File: config.mk
export PLATFORM = sky130hd
export DESIGN_NAME = ex_stage_mc
export DESIGN_NICKNAME = d
export VERILOG_FILES = /design/src/rtl/ex_stage_mc.sv
export SDC_FILE = /design/constraint.sdc
export NUM_CORES = 2
export LEC_CHECK = 0
export CORE_UTILIZATION = 45
export CTS_CLUSTER_DIAMETER = 50
export DETAILED_ROUTE_END_ITERATION = 6
export DONT_BUFFER_PORTS = 1
export PLACE_DENSITY = 0.68
export SYNTH_ARGS = -nofsm -noshare
export SYNTH_HDL_FRONTEND = slang
export SYNTH_SLANG_ARGS = --single-unit
File: constraint.sdc
create_clock -name clk -period 13.5 [get_ports clk]
set_clock_uncertainty 0.2 [all_clocks]
set_input_delay 2.7 -clock clk [delete_from_list [all_inputs] [get_ports clk]]
set_output_delay 2.7 -clock clk [all_outputs]
set_load 0.05 [all_outputs]
File: src/rtl/ex_stage_mc.sv
// ex_stage_mc: execute stage between decode and memory.
// Holds one instruction in a pipeline register and computes its result with the ALU.
// Store byte strobes and lane-replicated write data go straight to the data RAM.
// Forwarding information is exported for the decode stage.
// Optional feature macro: EX_STAGE_DIV_EN.
//   Defined:   ops 15-18 run on an iterative restoring divider, one quotient bit per cycle.
//   Undefined: ops 15-18 finish in one cycle and return 0.
// LUI returns src2 unchanged, because decode has already positioned the immediate.
module ex_stage_mc #(
    parameter int XLEN   = 32,
    parameter int DEST_W = 5,
    parameter int OP_W   = 5
) (
    input  logic                          clk,
    input  logic                          reset,
    input  logic                          flush,
    input  logic                          in_valid,
    output logic                          in_allow,
    input  logic [OP_W-1:0]               in_op,
    input  logic [XLEN-1:0]               in_pc,
    input  logic [XLEN-1:0]               in_src1,
    input  logic [XLEN-1:0]               in_src2,
    input  logic [XLEN-1:0]               in_rkd,
    input  logic [DEST_W-1:0]             in_dest,
    input  logic                          in_gr_we,
    input  logic                          in_mem_rd,
    input  logic                          in_mem_wr,
    input  logic [1:0]                    in_mem_size,
    input  logic                          in_ld_signed,
    output logic                          out_valid,
    input  logic                          out_allow,
    output logic [XLEN-1:0]               out_pc,
    output logic [XLEN-1:0]               out_result,
    output logic [DEST_W-1:0]             out_dest,
    output logic                          out_gr_we,
    output logic                          out_mem_rd,
    output logic [$clog2(XLEN/8)+2:0]     out_ld_info,
    output logic                          dsram_en,
    output logic [XLEN/8-1:0]             dsram_we,
    output logic [XLEN-1:0]               dsram_addr,
    output logic [XLEN-1:0]               dsram_wdata,
    output logic [DEST_W-1:0]             fwd_dest,
    output logic [XLEN-1:0]               fwd_result,
    output logic                          fwd_is_load
);
    localparam int NB    = XLEN / 8;
    localparam int OFF_W = $clog2(NB);
    localparam int SH_W  = $clog2(XLEN);

    localparam logic [OP_W-1:0] OP_ADD   = OP_W'(0);
    localparam logic [OP_W-1:0] OP_SUB   = OP_W'(1);
    localparam logic [OP_W-1:0] OP_SLT   = OP_W'(2);
    localparam logic [OP_W-1:0] OP_SLTU  = OP_W'(3);
    localparam logic [OP_W-1:0] OP_AND   = OP_W'(4);
    localparam logic [OP_W-1:0] OP_OR    = OP_W'(5);
    localparam logic [OP_W-1:0] OP_XOR   = OP_W'(6);
    localparam logic [OP_W-1:0] OP_NOR   = OP_W'(7);
    localparam logic [OP_W-1:0] OP_SLL   = OP_W'(8);
    localparam logic [OP_W-1:0] OP_SRL   = OP_W'(9);
    localparam logic [OP_W-1:0] OP_SRA   = OP_W'(10);
    localparam logic [OP_W-1:0] OP_LUI   = OP_W'(11);
    localparam logic [OP_W-1:0] OP_MUL   = OP_W'(12);
    localparam logic [OP_W-1:0] OP_MULH  = OP_W'(13);
    localparam logic [OP_W-1:0] OP_MULHU = OP_W'(14);
    localparam logic [OP_W-1:0] OP_DIV   = OP_W'(15);
    localparam logic [OP_W-1:0] OP_MOD   = OP_W'(16);
    localparam logic [OP_W-1:0] OP_DIVU  = OP_W'(17);
    localparam logic [OP_W-1:0] OP_MODU  = OP_W'(18);

    logic                valid_reg;
    logic [OP_W-1:0]     op_reg;
    logic [XLEN-1:0]     pc_reg, src1_reg, src2_reg, rkd_reg;
    logic [DEST_W-1:0]   dest_reg;
    logic                gr_we_reg, mem_rd_reg, mem_wr_reg, ld_signed_reg;
    logic [1:0]          size_reg;

    logic                ready_go;
    logic [XLEN-1:0]     div_result;
    logic [XLEN-1:0]     alu_result;

    // Pipeline register: valid follows decode whenever the stage can accept; flush empties it.
    always_ff @(posedge clk) begin
        if (reset) begin
            valid_reg     <= 1'b0;
            op_reg        <= '0;
            pc_reg        <= '0;
            src1_reg      <= '0;
            src2_reg      <= '0;
            rkd_reg       <= '0;
            dest_reg      <= '0;
            gr_we_reg     <= 1'b0;
            mem_rd_reg    <= 1'b0;
            mem_wr_reg    <= 1'b0;
            size_reg      <= 2'd0;
            ld_signed_reg <= 1'b0;
        end else begin
            if (flush) begin
                valid_reg <= 1'b0;
            end else if (in_allow) begin
                valid_reg <= in_valid;
            end
            if (in_allow && in_valid && !flush) begin
                op_reg        <= in_op;
                pc_reg        <= in_pc;
                src1_reg      <= in_src1;
                src2_reg      <= in_src2;
                rkd_reg       <= in_rkd;
                dest_reg      <= in_dest;
                gr_we_reg     <= in_gr_we;
                mem_rd_reg    <= in_mem_rd;
                mem_wr_reg    <= in_mem_wr;
                size_reg      <= in_mem_size;
                ld_signed_reg <= in_ld_signed;
            end
        end
    end

    // One 2XLEN multiplier serves all three multiply ops; only the operand extension differs.
    logic [SH_W-1:0]     shamt;
    logic [2*XLEN-1:0]   mul_a, mul_b, mul_full;
    logic                mul_unsigned;

    assign shamt        = src2_reg[SH_W-1:0];
    assign mul_unsigned = (op_reg == OP_MULHU);
    assign mul_a        = mul_unsigned ? {{XLEN{1'b0}}, src1_reg} : {{XLEN{src1_reg[XLEN-1]}}, src1_reg};
    assign mul_b        = mul_unsigned ? {{XLEN{1'b0}}, src2_reg} : {{XLEN{src2_reg[XLEN-1]}}, src2_reg};
    assign mul_full     = mul_a * mul_b;

    // Single-cycle ALU; the divide ops read the divider's held result.
    always_comb begin
        alu_result = '0;
        case (op_reg)
            OP_ADD:   alu_result = src1_reg + src2_reg;
            OP_SUB:   alu_result = src1_reg - src2_reg;
            OP_SLT:   alu_result = {{(XLEN-1){1'b0}}, ($signed(src1_reg) < $signed(src2_reg))};
            OP_SLTU:  alu_result = {{(XLEN-1){1'b0}}, (src1_reg < src2_reg)};
            OP_AND:   alu_result = src1_reg & src2_reg;
            OP_OR:    alu_result = src1_reg | src2_reg;
            OP_XOR:   alu_result = src1_reg ^ src2_reg;
            OP_NOR:   alu_result = ~(src1_reg | src2_reg);
            OP_SLL:   alu_result = src1_reg << shamt;
            OP_SRL:   alu_result = src1_reg >> shamt;
            OP_SRA:   alu_result = $unsigned($signed(src1_reg) >>> shamt);
            OP_LUI:   alu_result = src2_reg;
            OP_MUL:   alu_result = mul_full[XLEN-1:0];
            OP_MULH,
            OP_MULHU: alu_result = mul_full[2*XLEN-1:XLEN];
            OP_DIV, OP_MOD,
            OP_DIVU, OP_MODU: alu_result = div_result;
            default:  alu_result = '0;
        endcase
    end

`ifdef EX_STAGE_DIV_EN
    localparam int CNT_W = $clog2(XLEN);

    // SIGN is the sign/special-case fix-up cycle that follows the last quotient bit.
    typedef enum logic [1:0] {D_IDLE, D_BUSY, D_SIGN, D_DONE} div_state_e;
    div_state_e state_reg, state_next;

    logic [CNT_W-1:0]  cnt_reg;
    logic [XLEN-1:0]   rem_reg, quo_reg, dvs_reg, res_reg;
    logic              is_div_op, is_signed_div, is_rem_op, src1_neg, src2_neg;
    logic [XLEN-1:0]   mag1, mag2;
    logic [XLEN:0]     shifted;
    logic [XLEN+1:0]   diff;
    logic              ge;
    logic [XLEN-1:0]   step_rem, step_quo, q_fix, r_fix, div_final;

    assign is_div_op     = (op_reg == OP_DIV) || (op_reg == OP_MOD) || (op_reg == OP_DIVU) || (op_reg == OP_MODU);
    assign is_signed_div = (op_reg == OP_DIV) || (op_reg == OP_MOD);
    assign is_rem_op     = (op_reg == OP_MOD) || (op_reg == OP_MODU);
    assign src1_neg      = is_signed_div && src1_reg[XLEN-1];
    assign src2_neg      = is_signed_div && src2_reg[XLEN-1];
    assign mag1          = src1_neg ? (~src1_reg + 1'b1) : src1_reg;
    assign mag2          = src2_neg ? (~src2_reg + 1'b1) : src2_reg;

    // Restoring step: shift the next dividend bit into the partial remainder and try subtracting.
    assign shifted  = {rem_reg, quo_reg[XLEN-1]};
    assign diff     = {1'b0, shifted} - {2'b00, dvs_reg};
    assign ge       = !diff[XLEN+1];
    assign step_rem = ge ? diff[XLEN-1:0] : shifted[XLEN-1:0];
    assign step_quo = {quo_reg[XLEN-2:0], ge};

    // Final sign fix-up; divide by zero bypasses the iteration result entirely.
    always_comb begin
        q_fix = (src1_neg ^ src2_neg) ? (~quo_reg + 1'b1) : quo_reg;
        r_fix = src1_neg ? (~rem_reg + 1'b1) : rem_reg;
        if (src2_reg == '0) begin
            q_fix = '1;
            r_fix = src1_reg;
        end
        div_final = is_rem_op ? r_fix : q_fix;
    end

    // Divider state register.
    always_ff @(posedge clk) begin
        if (reset) begin
            state_reg <= D_IDLE;
        end else begin
            state_reg <= state_next;
        end
    end

    // Divider next-state: start once a divide sits in the stage, hold DONE until hand-off.
    always_comb begin
        state_next = state_reg;
        case (state_reg)
            D_IDLE: if (valid_reg && is_div_op) state_next = D_BUSY;
            D_BUSY: if (cnt_reg == '0) state_next = D_SIGN;
            D_SIGN: state_next = D_DONE;
            D_DONE: if (out_allow) state_next = D_IDLE;
            default: state_next = D_IDLE;
        endcase
        if (flush) begin
            state_next = D_IDLE;
        end
    end

    // Divider datapath: load magnitudes, iterate XLEN steps, latch the signed result.
    always_ff @(posedge clk) begin
        if (reset) begin
            cnt_reg <= '0;
            rem_reg <= '0;
            quo_reg <= '0;
            dvs_reg <= '0;
            res_reg <= '0;
        end else if (flush) begin
            cnt_reg <= '0;
        end else begin
            case (state_reg)
                D_IDLE: begin
                    if (valid_reg && is_div_op) begin
                        rem_reg <= '0;
                        quo_reg <= mag1;
                        dvs_reg <= mag2;
                        cnt_reg <= CNT_W'(XLEN-1);
                    end
                end
                D_BUSY: begin
                    rem_reg <= step_rem;
                    quo_reg <= step_quo;
                    if (cnt_reg != '0) cnt_reg <= cnt_reg - 1'b1;
                end
                D_SIGN: res_reg <= div_final;
                default: ;
            endcase
        end
    end

    assign ready_go   = is_div_op ? (state_reg == D_DONE) : 1'b1;
    assign div_result = res_reg;
`else
    assign ready_go   = 1'b1;
    assign div_result = '0;
`endif

    // Handshake and pass-through outputs; everything reads zero while the stage is empty.
    assign in_allow    = !valid_reg || (ready_go && out_allow);
    assign out_valid   = valid_reg && ready_go && !flush;
    assign out_pc      = valid_reg ? pc_reg : '0;
    assign out_result  = valid_reg ? alu_result : '0;
    assign out_dest    = valid_reg ? dest_reg : '0;
    assign out_gr_we   = valid_reg && gr_we_reg;
    assign out_mem_rd  = valid_reg && mem_rd_reg;
    assign out_ld_info = valid_reg ? {ld_signed_reg, size_reg, alu_result[OFF_W-1:0]} : '0;
    assign dsram_en    = valid_reg && (mem_rd_reg || mem_wr_reg);
    assign dsram_addr  = out_result;
    assign fwd_dest    = (valid_reg && gr_we_reg) ? dest_reg : '0;
    assign fwd_result  = out_result;
    assign fwd_is_load = valid_reg && mem_rd_reg;

    // Store lanes: the strobe covers [off, off+bytes); data repeats the store-sized chunk in every lane.
    logic       store_en;
    logic [4:0] off_ext, nbytes;

    assign store_en = valid_reg && mem_wr_reg && !flush;
    assign off_ext  = 5'(alu_result[OFF_W-1:0]);
    assign nbytes   = (size_reg == 2'd0) ? 5'd1 : (size_reg == 2'd1) ? 5'd2 : (size_reg == 2'd2) ? 5'd4 : 5'd8;

    genvar gi;
    generate
        for (gi = 0; gi < NB; gi++) begin : g_lane
            assign dsram_we[gi] = store_en && (5'(gi) >= off_ext) && (5'(gi) < off_ext + nbytes);
            assign dsram_wdata[8*gi +: 8] =
                (size_reg == 2'd0) ? rkd_reg[7:0] :
                (size_reg == 2'd1) ? rkd_reg[8*(gi%2) +: 8] :
                (size_reg == 2'd2) ? rkd_reg[8*(gi%4) +: 8] :
                                     rkd_reg[8*(gi%8) +: 8];
        end
    endgenerate
endmodule

==> reports/qor.yml <==
clkSinkCount: 145
layout_common_cells: "inv_1 (1,609), fa_1 (1,395), nand2_1 (1,057), nor2_1 (638), ha_1 (397)"
layout_setup_ws_ns: 0.187
ff_latch_area_sq_um: 2950
period_minus_slack_ns: 13.31
crit_top_cell: "fa_1"
worst-setup-path-type: "reg -> out"
grt.total_usage_pct: 40.3
pwr-share-clk_pct: 17.6
worst_ep_arrival_time_ns: 10.41
synthesis.nets: 9317
switching_share_pct: 54.3
grt_max_degree: 146
cp-start-kind: "flop"
rows: 136
worstHoldStart: "pc_reg[21]"
vias_per_cell: 5.95
layout_commonest_cell: "inv_1"
synth_edf_count: 0
multi_input_area_sq_um: 51900
crit_buf_inv: 8
r2r-start: "valid_reg"
area_growth_pct: 8.48
overflow: 0
hold_ws_ns: 0.251
critPathMaxFanout: 12
seqPwrFrac_pct: 16.3
status: "complete, no violations"
grt_pass1_vias: 56513
p_sw_mw: 1.62
drt_iter0_drc: 5831
period_share_pct: 98.6
cts_inserted_buffers: 17
regToRegEndpoint: "src2_reg[2]"
netlist_area_sq_um: 62400
holdPathEnd: "pc_reg[21]"
fmax_mhz: 75.1
route.detailed.drc: 0
synth.area.top_cells: "fa_1 (46%), inv_1 (9.8%), ha_1 (8.1%)"
tightest_slew_ns: 1.25
vdd_drop_max_mv: 0.0619
power_mw: 2.98
cellLeakagePower_nw: 32.7
slowest_delay_ns: 0.63
fin_cells: 9100
core_area_sq_um: 137000
portBuffers: 0
drive_gt1_share_pct: 10.3
yosysWarnings: 0
vias: 54188
slew_violations: 0
endpoint_kind: "output port"
nFillCells: 13166
cts_max_path_buffers: 2
avgSynthCellArea_sq_um: 8.50
io-pin-count: 334
crit_slowest_cell: "a2111o_1"
clk_pin_slew_ns: 0.08
dp_hpwl_microns: 232000
cap_violations: 0
wirelength_microns: 281000
whs_path_depth: 2
h-tree-depth: 4
initial_core_util_pct: 45.4
wire_per_inst_microns: 30.8
ys_seq_area_share_pct: 4.65
cts_tree: "yes"
r2r_cells: 8
synth_ff_type: "dfxtp_1"
max-slew-margin-rel_pct: 15.5
rrSetupSlack_ns: 9.43
worstSkewPairLatency_ns: 0.52
power_density_nw_per_um2: 44.0
async_flop_share_pct: 0
hp-class: "reg -> reg"
p_int_mw: 1.36
synth_top_area_share_pct: 45.6
critical_path.top_delay_family: "adder cells"
dieArea_sq_um: 140000
required_ns: 10.60
post-place-ws_ns: 0.0882
yosysTopAreaCell: "fa_1"
antenna_left: 0
die_x_microns: 374
synthCells: 7341
place_inst: 9030
first_pass_iters: 6
ys_seq_elements: 145
nets: 9257
clk_root_buffer_cell: "clkbuf_16"
antenna_found_initial: 25
ys_types: 96
finalSetupViolations: 0
grt_pass1_wl_microns: 401000
gp_congestion: 1.05
p_comb_share_pct: 66.1
die_h_microns: 374
hold_viol: 0
==> worst max-delay path by stage <==
| stage | from | end | slack [ns] | depth (start not counted) |
|---|---|---|---|---|
| floorplan | src2_reg[1] | dsram_we[1] | -0.03 | 38 |
| global placement | src1_reg[10] | dsram_we[0] | 0.13 | 33 |
| detailed placement | src1_reg[10] | dsram_we[0] | 0.09 | 34 |
| CTS | src2_reg[4] | dsram_we[0] | -0.02 | 35 |
| global route | op_reg[4] | out_result[31] | -0.03 | 37 |
| finish | src2_reg[20] | dsram_we[2] | 0.19 | 31 |
==> power by group through the flow <==
stage / logic (mW) / registers [mW] / clock network [mW]
after floorplan: 1.11 / 0.470 / 0
after global placement: 1.86 / 0.494 / 0
after detailed placement: 1.87 / 0.495 / 0
after CTS: 1.89 / 0.485 / 0.535
after global routing: 2.09 / 0.488 / 0.549
final: 1.97 / 0.486 / 0.524
==> layer usage <==
layer / wire length, microns / share of wire (%) / global-route usage [%]
met5: 27 / 0.0096 / 0
met4: 25100 / 8.9 / 28.9
met3: 27400 / 9.8 / 7.98
met2: 124000 / 44 / 62.2
met1: 104000 / 37 / 50.7
==> synthesized netlist by cell type (all sizes together) (15+ instances only) <==
cell type,number
o31ai,21
mux2,21
a221oi,26
inv,1631
o211ai,41
fa,1422
nand4,22
mux2i,39
a21o,48
o21ai,154
xnor2,83
clkbuf,303
nor3,58
mux4,64
and3,26
nor2b,20
xor2,34
nor2,648
ha,405
o21a,20
clkinv,21
nand2b,17
a22oi,21
a31oi,25
o22ai,23
a2111oi,15
nand2,1067
o221ai,21
buf,193
nand3,55
or3,20
o21bai,29
and2,56
a21oi,361
dfxtp,145
a211oi,25
==> tightest hold or removal path, cell delays in order (launching register included) <==
cell,delay [ns]
dfxtp_1,0.30
nand2_1,0.05
a21oi_1,0.05
==> cell families (layout without fill, tap and decap cells) <==
logic type | count (synthesis) | in the layout | share of synthesized area, %
AND/OR/NAND/NOR | 2041 | 2041 | 13.5
other | 0 | 12 | 0
AO/OA/AOI/OAI | 938 | 938 | 9.70
multiplexers | 124 | 124 | 3.33
flip-flops | 145 | 145 | 4.65
XOR/XNOR | 118 | 118 | 1.68
buffers and inverters | 2148 | 2101 | 13.4
adder cells (fa/ha/maj) | 1827 | 1827 | 53.7
==> metrics by stage <==
step	TNS [ns]	utilization (%)	cell area, sq um
6_report	0	49.2	67700
5_1_grt	-0.0581	49.2	67700
4_1_cts	-0.0174	48.8	67100
3_5_place_dp	0	48.2	66300
3_3_place_gp	0	48.2	66300
2_1_floorplan	-0.0427	-	62400
==> timing repair <==
item,4_1_cts,5_1_grt
setup endpoints to repair,46,64
hold buffers,0,0
buffers inserted,5,22
gates resized for setup,47,107
pin swaps,8,29
==> area by class of cell <==
type,count,area share (%)
flip-flops and latches,145,4.36
repair buffers,417,5.49
inverters,1652,9.24
well taps,1794,3.32
multi-input cells,5048,76.7
clock buffers,19,0.686
diodes,12,0.0444
clock inverters,13,0.194
Note: power is estimated with default switching activity, not from simulation.
